==> src/rtl/sort_out_serializer.sv <==
// sort_out_serializer: buffers sorted 4-element groups in a small circular
// FIFO and emits them one element per accepted cycle (valid/ready output).
// Optional macro SORT_OUT_SERIALIZER_ORDER_CHECK_EN enables the sticky
// order_err detector for unsorted input groups.
module sort_out_serializer #(
    parameter int p_nbits = 8,
    parameter int p_depth = 2
) (
    input  logic                         clk,
    input  logic                         reset,
    input  logic                         in_val,
    input  logic [p_nbits-1:0]           in0,
    input  logic [p_nbits-1:0]           in1,
    input  logic [p_nbits-1:0]           in2,
    input  logic [p_nbits-1:0]           in3,
    output logic                         out_val,
    input  logic                         out_rdy,
    output logic [p_nbits-1:0]           out_msg,
    output logic [1:0]                   out_idx,
    output logic                         out_last,
    output logic [$clog2(p_depth):0]     count,
    output logic                         overflow,
    output logic                         order_err
);

    localparam int PW = (p_depth > 1) ? $clog2(p_depth) : 1;
    localparam int CW = $clog2(p_depth) + 1;

    logic [p_nbits-1:0] mem [p_depth][4];
    logic [PW-1:0]      wr_ptr;
    logic [PW-1:0]      rd_ptr;
    logic [CW-1:0]      cnt;
    logic [1:0]         idx;
    logic               ovf;
    logic               full;
    logic               pop;
    logic               push;
    logic               has_data;

    // Handshake decode: a completing pop frees a slot for a same-cycle push
    always_comb begin
        full     = (cnt == CW'(p_depth));
        has_data = (cnt != '0);
        pop      = has_data & out_rdy & (idx == 2'd3);
        push     = in_val & (~full | pop);
    end

    // Group storage, deliberately left unreset
    always_ff @(posedge clk) begin
        if (push) begin
            mem[wr_ptr][0] <= in0;
            mem[wr_ptr][1] <= in1;
            mem[wr_ptr][2] <= in2;
            mem[wr_ptr][3] <= in3;
        end
    end

    // Pointers, occupancy, element index and sticky overflow
    always_ff @(posedge clk or negedge reset) begin
        if (!reset) begin
            wr_ptr <= '0;
            rd_ptr <= '0;
            cnt    <= '0;
            idx    <= '0;
            ovf    <= 1'b0;
        end else begin
            if (push)
                wr_ptr <= wr_ptr + PW'(1);
            if (pop)
                rd_ptr <= rd_ptr + PW'(1);
            if (push & ~pop)
                cnt <= cnt + CW'(1);
            else if (pop & ~push)
                cnt <= cnt - CW'(1);
            if (has_data & out_rdy)
                idx <= idx + 2'd1;
            if (in_val & full & ~pop)
                ovf <= 1'b1;
        end
    end

    // Output presentation; all zeros while nothing is buffered
    always_comb begin
        out_val  = has_data;
        out_msg  = '0;
        out_idx  = '0;
        out_last = 1'b0;
        if (has_data) begin
            out_msg  = mem[rd_ptr][idx];
            out_idx  = idx;
            out_last = (idx == 2'd3);
        end
        count    = cnt;
        overflow = ovf;
    end

`ifdef SORT_OUT_SERIALIZER_ORDER_CHECK_EN
    logic unsorted;

    // Unsigned neighbour comparison of the incoming group
    always_comb begin
        unsorted = (in0 > in1) | (in1 > in2) | (in2 > in3);
    end

    // Sticky order error, also raised for groups dropped on overflow
    always_ff @(posedge clk or negedge reset) begin
        if (!reset)
            order_err <= 1'b0;
        else if (in_val & unsorted)
            order_err <= 1'b1;
    end
`else
    assign order_err = 1'b0;
`endif

endmodule

==> config.mk <==
export PLATFORM = sky130hd
export DESIGN_NAME = sort_out_serializer
export DESIGN_NICKNAME = d
export VERILOG_FILES = /design/src/rtl/sort_out_serializer.sv
export SDC_FILE = /design/constraint.sdc
export NUM_CORES = 1
export LEC_CHECK = 0
export ABC_AREA = 1
export CAP_MARGIN = 20
export CORE_ASPECT_RATIO = 2
export CORE_MARGIN = 8
export CORE_UTILIZATION = 30
export DETAILED_ROUTE_END_ITERATION = 16
export PLACE_DENSITY = 0.59
export SLEW_MARGIN = 10
export SYNTH_ARGS = -nofsm -noshare
export SYNTH_HDL_FRONTEND = slang
export SYNTH_SLANG_ARGS = --single-unit
==> constraint.sdc <==
create_clock -name clk -period 3.2 [get_ports clk]
set_clock_uncertainty 0.15 [all_clocks]
set_input_delay 0.8 -clock clk [delete_from_list [all_inputs] [get_ports clk]]
set_output_delay 0.8 -clock clk [all_outputs]
set_load 0.01 [all_outputs]
==> results of run 1 <==
-- how the worst max path moves through the flow --
stage	slack (ps)	endpoint	start	cells past startpoint
after floorplan	200	mem[1][0]	out_rdy	4
after global placement	500	out_msg[6]	count[0]	7
after detailed placement	500	out_msg[6]	count[0]	7
after CTS	140	out_msg[6]	count[0]	7
after global routing	30	out_msg[6]	count[0]	7
final	210	out_msg[6]	rd_ptr	8
-- cell families (layout without fill, tap and decap cells) --
group           Yosys count  count (layout)
simple gates            123             123
fa+ha+maj                 2               2
compound gates           34              34
flops                    71              71
xor+xnor                  4               4
other cells               1               1
buf+inv                  29              89
-- area by class of cell --
| cell class | count | area (µm²) | area share [%] |
|---|---|---|---|
| Sequential cell | 71 | 2097 | 54.26 |
| Multi-Input combinational cell | 164 | 720.7 | 18.65 |
| Timing Repair Buffer | 55 | 563.0 | 14.57 |
| Clock buffer | 12 | 236.5 | 6.118 |
| Tap cell | 132 | 165.2 | 4.273 |
| Inverter | 19 | 71.32 | 1.845 |
| Clock inverter | 3 | 11.26 | 0.2914 |
-- Yosys cell counts --
cell                       instances
sky130_fd_sc_hd__inv_1            15
sky130_fd_sc_hd__a21oi_1           1
sky130_fd_sc_hd__ha_1              2
sky130_fd_sc_hd__conb_1            1
sky130_fd_sc_hd__edfxtp_1         64
sky130_fd_sc_hd__nor2_4            1
sky130_fd_sc_hd__nand2_2           1
sky130_fd_sc_hd__o21ai_0           8
sky130_fd_sc_hd__clkinv_1          1
sky130_fd_sc_hd__buf_4             3
sky130_fd_sc_hd__nor2_2            1
sky130_fd_sc_hd__xor2_1            3
sky130_fd_sc_hd__xnor2_1           1
sky130_fd_sc_hd__nor2_1           39
sky130_fd_sc_hd__nand3_1           1
sky130_fd_sc_hd__nand2_1          79
sky130_fd_sc_hd__buf_2             7
sky130_fd_sc_hd__o21bai_1          1
sky130_fd_sc_hd__nand3_2           1
sky130_fd_sc_hd__dfrtp_1           7
sky130_fd_sc_hd__inv_2             3
sky130_fd_sc_hd__o21ai_1          24
-- layer usage --
metal / track usage, % / vias to the layer above / part of all wire (%)
li1: - / 984 / -
met3: 3.008 / 8 / 4.2
met4: 6.818 / 0 / 2.6
met5: 0 / - / 0
met1: 8.958 / 884 / 37
met2: 16.94 / 32 / 56
-- through the flow --
step / total power, µW / util [%] / instance area, µm² / std cells
finish: 3629 / 40.11 / 3865 / 456
detailed placement: 2856 / 37.54 / 3617 / 441
CTS: 3692 / 40.11 / 3865 / 456
floorplan: 2251 / - / 2944 / 264
global placement: 2846 / 37.54 / 3617 / 441
global route: 3902 / 40.11 / 3865 / 456
-- flip-flops by register name, indices dropped and copies added, names as in the netlist --
register and count:
overflow 1, mem 64, rd_ptr 1, wr_ptr 1, idx 2, count 2
-- power groups by stage --
stage | Clock (µW) | Combinational [µW] | Sequential [µW]
floorplan | 0 | 886 | 1370
global placement | 0 | 1480 | 1360
detailed placement | 0 | 1490 | 1370
CTS | 847 | 1500 | 1350
global route | 890 | 1640 | 1370
finish | 827 | 1460 | 1350
-- worst register-to-register path: cells and delay by family, from the launching register on --
kind                       cells  cell delay (ps)
xor gates and xnor gates       1              140
adders and majority gates      2              520
buffers and inverters          1               50
DFF                            1              400
and+or+nand+nor                5              510
==> results.txt, run 1 <==
----------------------------------------------------
[Worst hold path]
  Min-delay worst type ... register to register
  Worst hold path cell count ... 1
  Capture endpoint of the worst hold path ... overflow
  Hold_sp ... overflow

[Worst setup path]
  CP endpoint kind ... primary output
  CP cell instances ... inv_2, nand2_1, nand2_1, nand2_1, o21ai_1, nand2_1, nand2_1, clkdlybuf4s50_1
  Nature of the critical path startpoint ... register
  Worst EP required ... 2250 ps
  Most frequent CP cell ... sky130_fd_sc_hd__nand2_1
  WP buf/inv ... 2
  Startpoint-to-endpoint class of the critical path ... register to primary output
  Reg-to-reg endpoint ... count[1]
  Delay of the slowest cell on the worst path ... roughly 540 ps
  Crit-path slowest cell ... sky130_fd_sc_hd__clkdlybuf4s50_1
  R2R cell count ... 9
  FF-to-FF setup slack ... around 1300 ps
  Critical path data arrival time ... ~2000 ps
  Kind of cell adding the most delay to the critical path ... buffers and inverters
  Largest driver fanout on the critical path ... 25
  Reg2Reg Launch Point ... idx[0]

[Clock tree]
  Clock Pin Slew Worst Setup and Hold Paths ... 50 ps
  Clock sink count ... just over 70
  Clock buffer depth ... 2
  Total of cells resized after clock tree synthesis ... 0
  Clock tree from TritonCTS ... yes
  Number of buffers added by the clock tree synthesis step ... 9
  Latest clock arrival within the worst-skew pair ... ~320 ps
  Root buffer cell ... sky130_fd_sc_hd__clkbuf_16
  H-tree level count ... 3
  Post-CTS Setup Repair Bufs ... 0
  Quantity of hold-fixing buffers added after cts ... 0

[Run status]
  Status ... finished clean

[Global route]
  First-pass GRT wire length ... around 9.5 mm
  Antenna violations before repair ... 0
  Congestion Overflow GR ... 0
  All-Layer GR Usage ... around a tenth
  Number of global-route vias before repair ... just under 2000
  Largest net degree at the start of global routing ... 33

[Yosys]
  Cell count after synthesis ... between 200 and 300
  Fraction of the mapped netlist area in simple logic gates ... 16.36%
  Synthesized area divided by synthesized cell count ... 11.15 µm²
  Portion of netlist area occupied by mux cells ... 0%
  Number of storage elements in the synthesis netlist ... between 70 and 80
  Net Count, Synth ... slightly above 300
  Parity-gate share of the synthesized area counting xor and xnor cells ... approximately 1.2%
  Adder-cell share of the synthesized area ... less than 1%
  Dominant combinational cell family by area after synthesis ... simple AND/OR/NAND/NOR gates
  Yosys warnings ... 0
  Compound-cell area share of the yosys netlist ... under 10%
  Cell types occupying the most area after synthesis ... sky130_fd_sc_hd__edfxtp_1 (65%), sky130_fd_sc_hd__nand2_1 (10%), sky130_fd_sc_hd__dfrtp_1 (5.9%)
  Proportion of synthesized chip area in sequential cells ... a little over 70%
  Area share of the leading cell type in the synthesized netlist ... around two thirds
  Cell area after synthesis ... between 2000 and 3000 µm²
  Cell accounting for the most synthesized area ... sky130_fd_sc_hd__edfxtp_1
  Count of different cell masters after synthesis ... 22

[STA]
  Fin Setup TNS ... 0 ps
  Final setup slack of the worst path ... slightly above 200 ps
  Smallest hold slack ... ~330 ps
  Unrepaired setup endpoints after global routing ... false
  Fraction of the cycle the final worst path needs ... 93.58%
  Number of endpoints failing setup at the final stage ... 0
  Max-slew violation count ... 0
  Clock period minus final worst setup slack ... around 3000 ps
  Hold Vio Cnt, Final ... 0
  Fmax ... 333.9 MHz

[Finish]
  Most used cells in the layout excluding fill and tap cells ... sky130_fd_sc_hd__nand2_1 (79), sky130_fd_sc_hd__edfxtp_1 (64), sky130_fd_sc_hd__clkdlybuf4s50_1 (50)
  Fraction of final layout cells sized beyond drive strength 1 ... a little under 7%
  Nets ... 358
  Most frequent standard cell in the layout excluding fill and tap cells ... sky130_fd_sc_hd__nand2_1
  Area growth, synth to finish ... 31.28%
  Filler cell count in the final layout ... around 940
  Diode insertion count for antenna repair ... 0

[Floorplanning]
  Placeable core area ... roughly 9600 µm²
  IO Pins ... 52
  Number of rows in the core area ... between 50 and 60
  Die W ... 86.05 µm
  Die height ... around 160 µm
  Die footprint ... 13430 µm²
  Starting density of the core ... ~31%

[Placement]
  Post-DP HPWL ... between 4 and 5 mm
  Number of buffers added on ports ... 50
  Worst setup slack before clock tree synthesis ... between 500 and 600 ps
  Final weighted congestion of routability-driven global placement ... about 0.77

[Routing]
  Number of nets with antenna violations after routing ... 0
  Via density per instance ... 4.184
  Drt total wl ... between 5 and 6 mm
  Final routed wire length divided by cell count ... 12.61 µm
  Iteration count of the initial detailed-routing pass ... 4
  Detailed-route DRC error count ... 0
  Vias after detailed routing ... 1908
  Iteration-0 DRC count of the detailed router ... about 140

[Power and ir drop]
  Worst VDD drop ... 0.3514 mV
  Combinational cell fraction of total power ... 40.1%
  Switching power summed over all nets ... between 1000 and 1500 µW
  Power per unit of standard cell area ... approximately 940 nW/µm²
  Internal power ... ~2400 µW
  Clock power share ... a little under a quarter
  Share of total power consumed by net switching ... around a third
  Leak pwr ... roughly 0.0015 µW
  Sequential share of power ... 37.1%

[Job]
  Max Cap Viol ... 0

----------------------------------------------------
(Power assumes the default switching activity.)
==> run 2: changes to the inputs <==
--- a/config.mk
+++ b/config.mk
@@ -9,9 +9,9 @@
 export CAP_MARGIN = 20
 export CORE_ASPECT_RATIO = 2
 export CORE_MARGIN = 8
-export CORE_UTILIZATION = 30
+export CORE_UTILIZATION = 45
 export DETAILED_ROUTE_END_ITERATION = 16
-export PLACE_DENSITY = 0.59
+export PLACE_DENSITY = 0.79
 export SLEW_MARGIN = 10
 export SYNTH_ARGS = -nofsm -noshare
 export SYNTH_HDL_FRONTEND = slang
==> constraint.sdc (replaced) <==
create_clock -name clk -period 3.5 [get_ports clk]
set_clock_uncertainty 0.15 [all_clocks]
set_input_delay 0.875 -clock clk [delete_from_list [all_inputs] [get_ports clk]]
set_output_delay 0.875 -clock clk [all_outputs]
set_load 0.01 [all_outputs]
==> run 2 against run 1 <==
  * Sequential power down 7%
  * Routed wire length increased by 7.6%
  * Non-clock buffer count unchanged
  * Global-route usage increased by 4.3 points
  * First-iteration DRC count decreased by 9.9%
  * Clock power is 1% lower
  * Power down 6.6%
  * Combinational power shrank 9.6%
  * Cell count down 9.9%
  * Worst setup slack improved by 75 ps
  * Via count rose by 2.7%
  * Final area fell by 1.5%
==> results.txt, run 2 (synthesized netlist as in run 1, its figures left out) <==
----------------------------------------------------
[Clock tree]
  Quantity of hold-fixing buffers added after cts ... 0
  Clock tree from TritonCTS ... yes
  Number of buffers added by the clock tree synthesis step ... 9
  H-tree level count ... 3
  Latest clock arrival within the worst-skew pair ... roughly 320 ps
  Post-CTS Setup Repair Bufs ... 0
  Root buffer cell ... sky130_fd_sc_hd__clkbuf_16
  Clock buffer depth ... 2
  Clock sink count ... 71
  Total of cells resized after clock tree synthesis ... 0
  Clock Pin Slew Worst Setup and Hold Paths ... roughly 50 ps

[Worst setup path]
  Critical path data arrival time ... approximately 2200 ps
  Nature of the critical path startpoint ... register
  Worst EP required ... approximately 2500 ps
  Kind of cell adding the most delay to the critical path ... buffers and inverters
  FF-to-FF setup slack ... roughly 1100 ps
  CP endpoint kind ... primary output
  Reg-to-reg endpoint ... mem[1][10]
  Largest driver fanout on the critical path ... 14
  WP buf/inv ... 2
  Startpoint-to-endpoint class of the critical path ... register to primary output
  CP cell instances ... clkinv_1, o21ai_1, o21ai_1, nand2_1, nand2_1, clkdlybuf4s50_1
  Crit-path slowest cell ... sky130_fd_sc_hd__dfrtp_1
  R2R cell count ... 7
  Reg2Reg Launch Point ... idx[0]
  Delay of the slowest cell on the worst path ... ~590 ps

[Global route]
  All-Layer GR Usage ... between 10 and 15%
  First-pass GRT wire length ... 9.722 mm
  Antenna violations before repair ... 0
  Number of global-route vias before repair ... 2086
  Largest net degree at the start of global routing ... 33
  Congestion Overflow GR ... 0

[Finish]
  Area occupied by multi-input gates ... between 700 and 800 µm²
  Fraction of final layout cells sized beyond drive strength 1 ... 7.692%
  Most frequent standard cell in the layout excluding fill and tap cells ... sky130_fd_sc_hd__nand2_1
  Register ranked first by flip-flop count ... mem
  Filler cell count in the final layout ... around 530
  Area growth, synth to finish ... 29.32%
  Register cell area after layout ... ~2100 µm²
  Count of non-filler cells in the finished layout ... between 400 and 500
  Flip-flop count of the largest register, all copies and words added ... 64
  Design area ... 3807 µm²
  Nets ... 358
  Most used cells in the layout excluding fill and tap cells ... sky130_fd_sc_hd__nand2_1 (79), sky130_fd_sc_hd__edfxtp_1 (64), sky130_fd_sc_hd__clkdlybuf4s50_1 (50)
  Diode insertion count for antenna repair ... 0

[Routing]
  Drt total wl ... a little over 6 mm
  Vias after detailed routing ... 1960
  Final routed wire length divided by cell count ... 15.05 µm
  Detailed-route DRC error count ... 0
  Number of nets with antenna violations after routing ... 0
  Via density per instance ... around 4.8
  Iteration-0 DRC count of the detailed router ... between 100 and 150
  Iteration count of the initial detailed-routing pass ... 4

[Floorplanning]
  Die height ... 130.4 µm
  Number of rows in the core area ... ~40
  Die footprint ... roughly 9500 µm²
  Placeable core area ... between 6000 and 7000 µm²
  Die W ... 73.20 µm
  IO Pins ... 52
  Starting density of the core ... between 40% and 50%

[Power and ir drop]
  Worst VDD drop ... 0.5569 mV
  Power per unit of standard cell area ... approximately 890 nW/µm²
  Leak pwr ... 0.001495 µW

[Placement]
  Number of buffers added on ports ... 50
  # placed instances ... approximately 400
  Post-DP HPWL ... 4.363 mm
  Placement-stage cell area ... 3535 µm²
  Final weighted congestion of routability-driven global placement ... approximately 0.8

[Job]
  Max Cap Viol ... 0

[Worst hold path]
  Capture endpoint of the worst hold path ... wr_ptr
  Hold_sp ... wr_ptr
  Worst hold path cell count ... 2
  Min-delay worst type ... register to register

[STA]
  Fraction of the cycle the final worst path needs ... 91.99%
  Unrepaired setup endpoints after global routing ... false
  Max-slew violation count ... 0
  Number of endpoints failing setup at the final stage ... 0
  Clock period minus final worst setup slack ... ~3200 ps
  Fmax ... about 310 MHz
  Hold Vio Cnt, Final ... 0
  Fin Setup TNS ... 0 ps

[Run status]
  Status ... finished clean

----------------------------------------------------
==> run 2: tightest hold or removal path: cells and delay by family, from the launching register on <==
family,cells,cell delay [ps]
flops,1,340
simple gates,2,110
==> run 2: routing by layer <==
metal	vias to the layer above	GRT usage [%]	part of all wire, %	routed length (µm)
met4	0	8.670	3.2	198
met1	914	14.13	38	2359
met2	47	24.27	54	3354
li1	986	-	-	-
met5	-	0	0	0
met3	13	3.817	4.4	275
==> run 2: final cells by class <==
class | count | share of cell area (%)
clock buffers | 15 | 7.033
flip-flops and latches | 71 | 55.08
inverters | 19 | 1.873
multi-input cells | 164 | 18.93
well taps | 86 | 2.826
repair buffers | 55 | 14.13
clock inverters | 1 | 0.1314
==> run 2: power by group <==
part	total, µW	switching (µW)	internal (µW)
registers	1260	86.0	1170
clock network	815	297	517
logic	1320	782	537
==> run 2: worst max-delay path by stage <==
stage,cells past startpoint,endpoint,slack (ps),start
detailed placement,6,out_msg[5],610,idx[0]
floorplan,4,mem[1][0],430,out_rdy
global placement,6,out_msg[7],670,idx[0]
global route,6,out_msg[5],130,idx[0]
finish,6,out_msg[5],280,idx[0]
CTS,6,out_msg[5],270,idx[0]
==> run 2: metrics by stage <==
step / total power (µW) / worst slack (ps) / hold slack (ps) / util, %
4_1_cts: 3421 / 270.1 / 334.0 / 60.34
3_3_place_gp: 2557 / 669.9 / 304.1 / 56.02
5_1_grt: 3616 / 125.4 / 353.0 / 60.34
2_1_floorplan: 2058 / 426.9 / 291.9 / -
3_5_place_dp: 2598 / 612.8 / 321.8 / 56.02
6_report: 3390 / 280.2 / 332.3 / 60.34
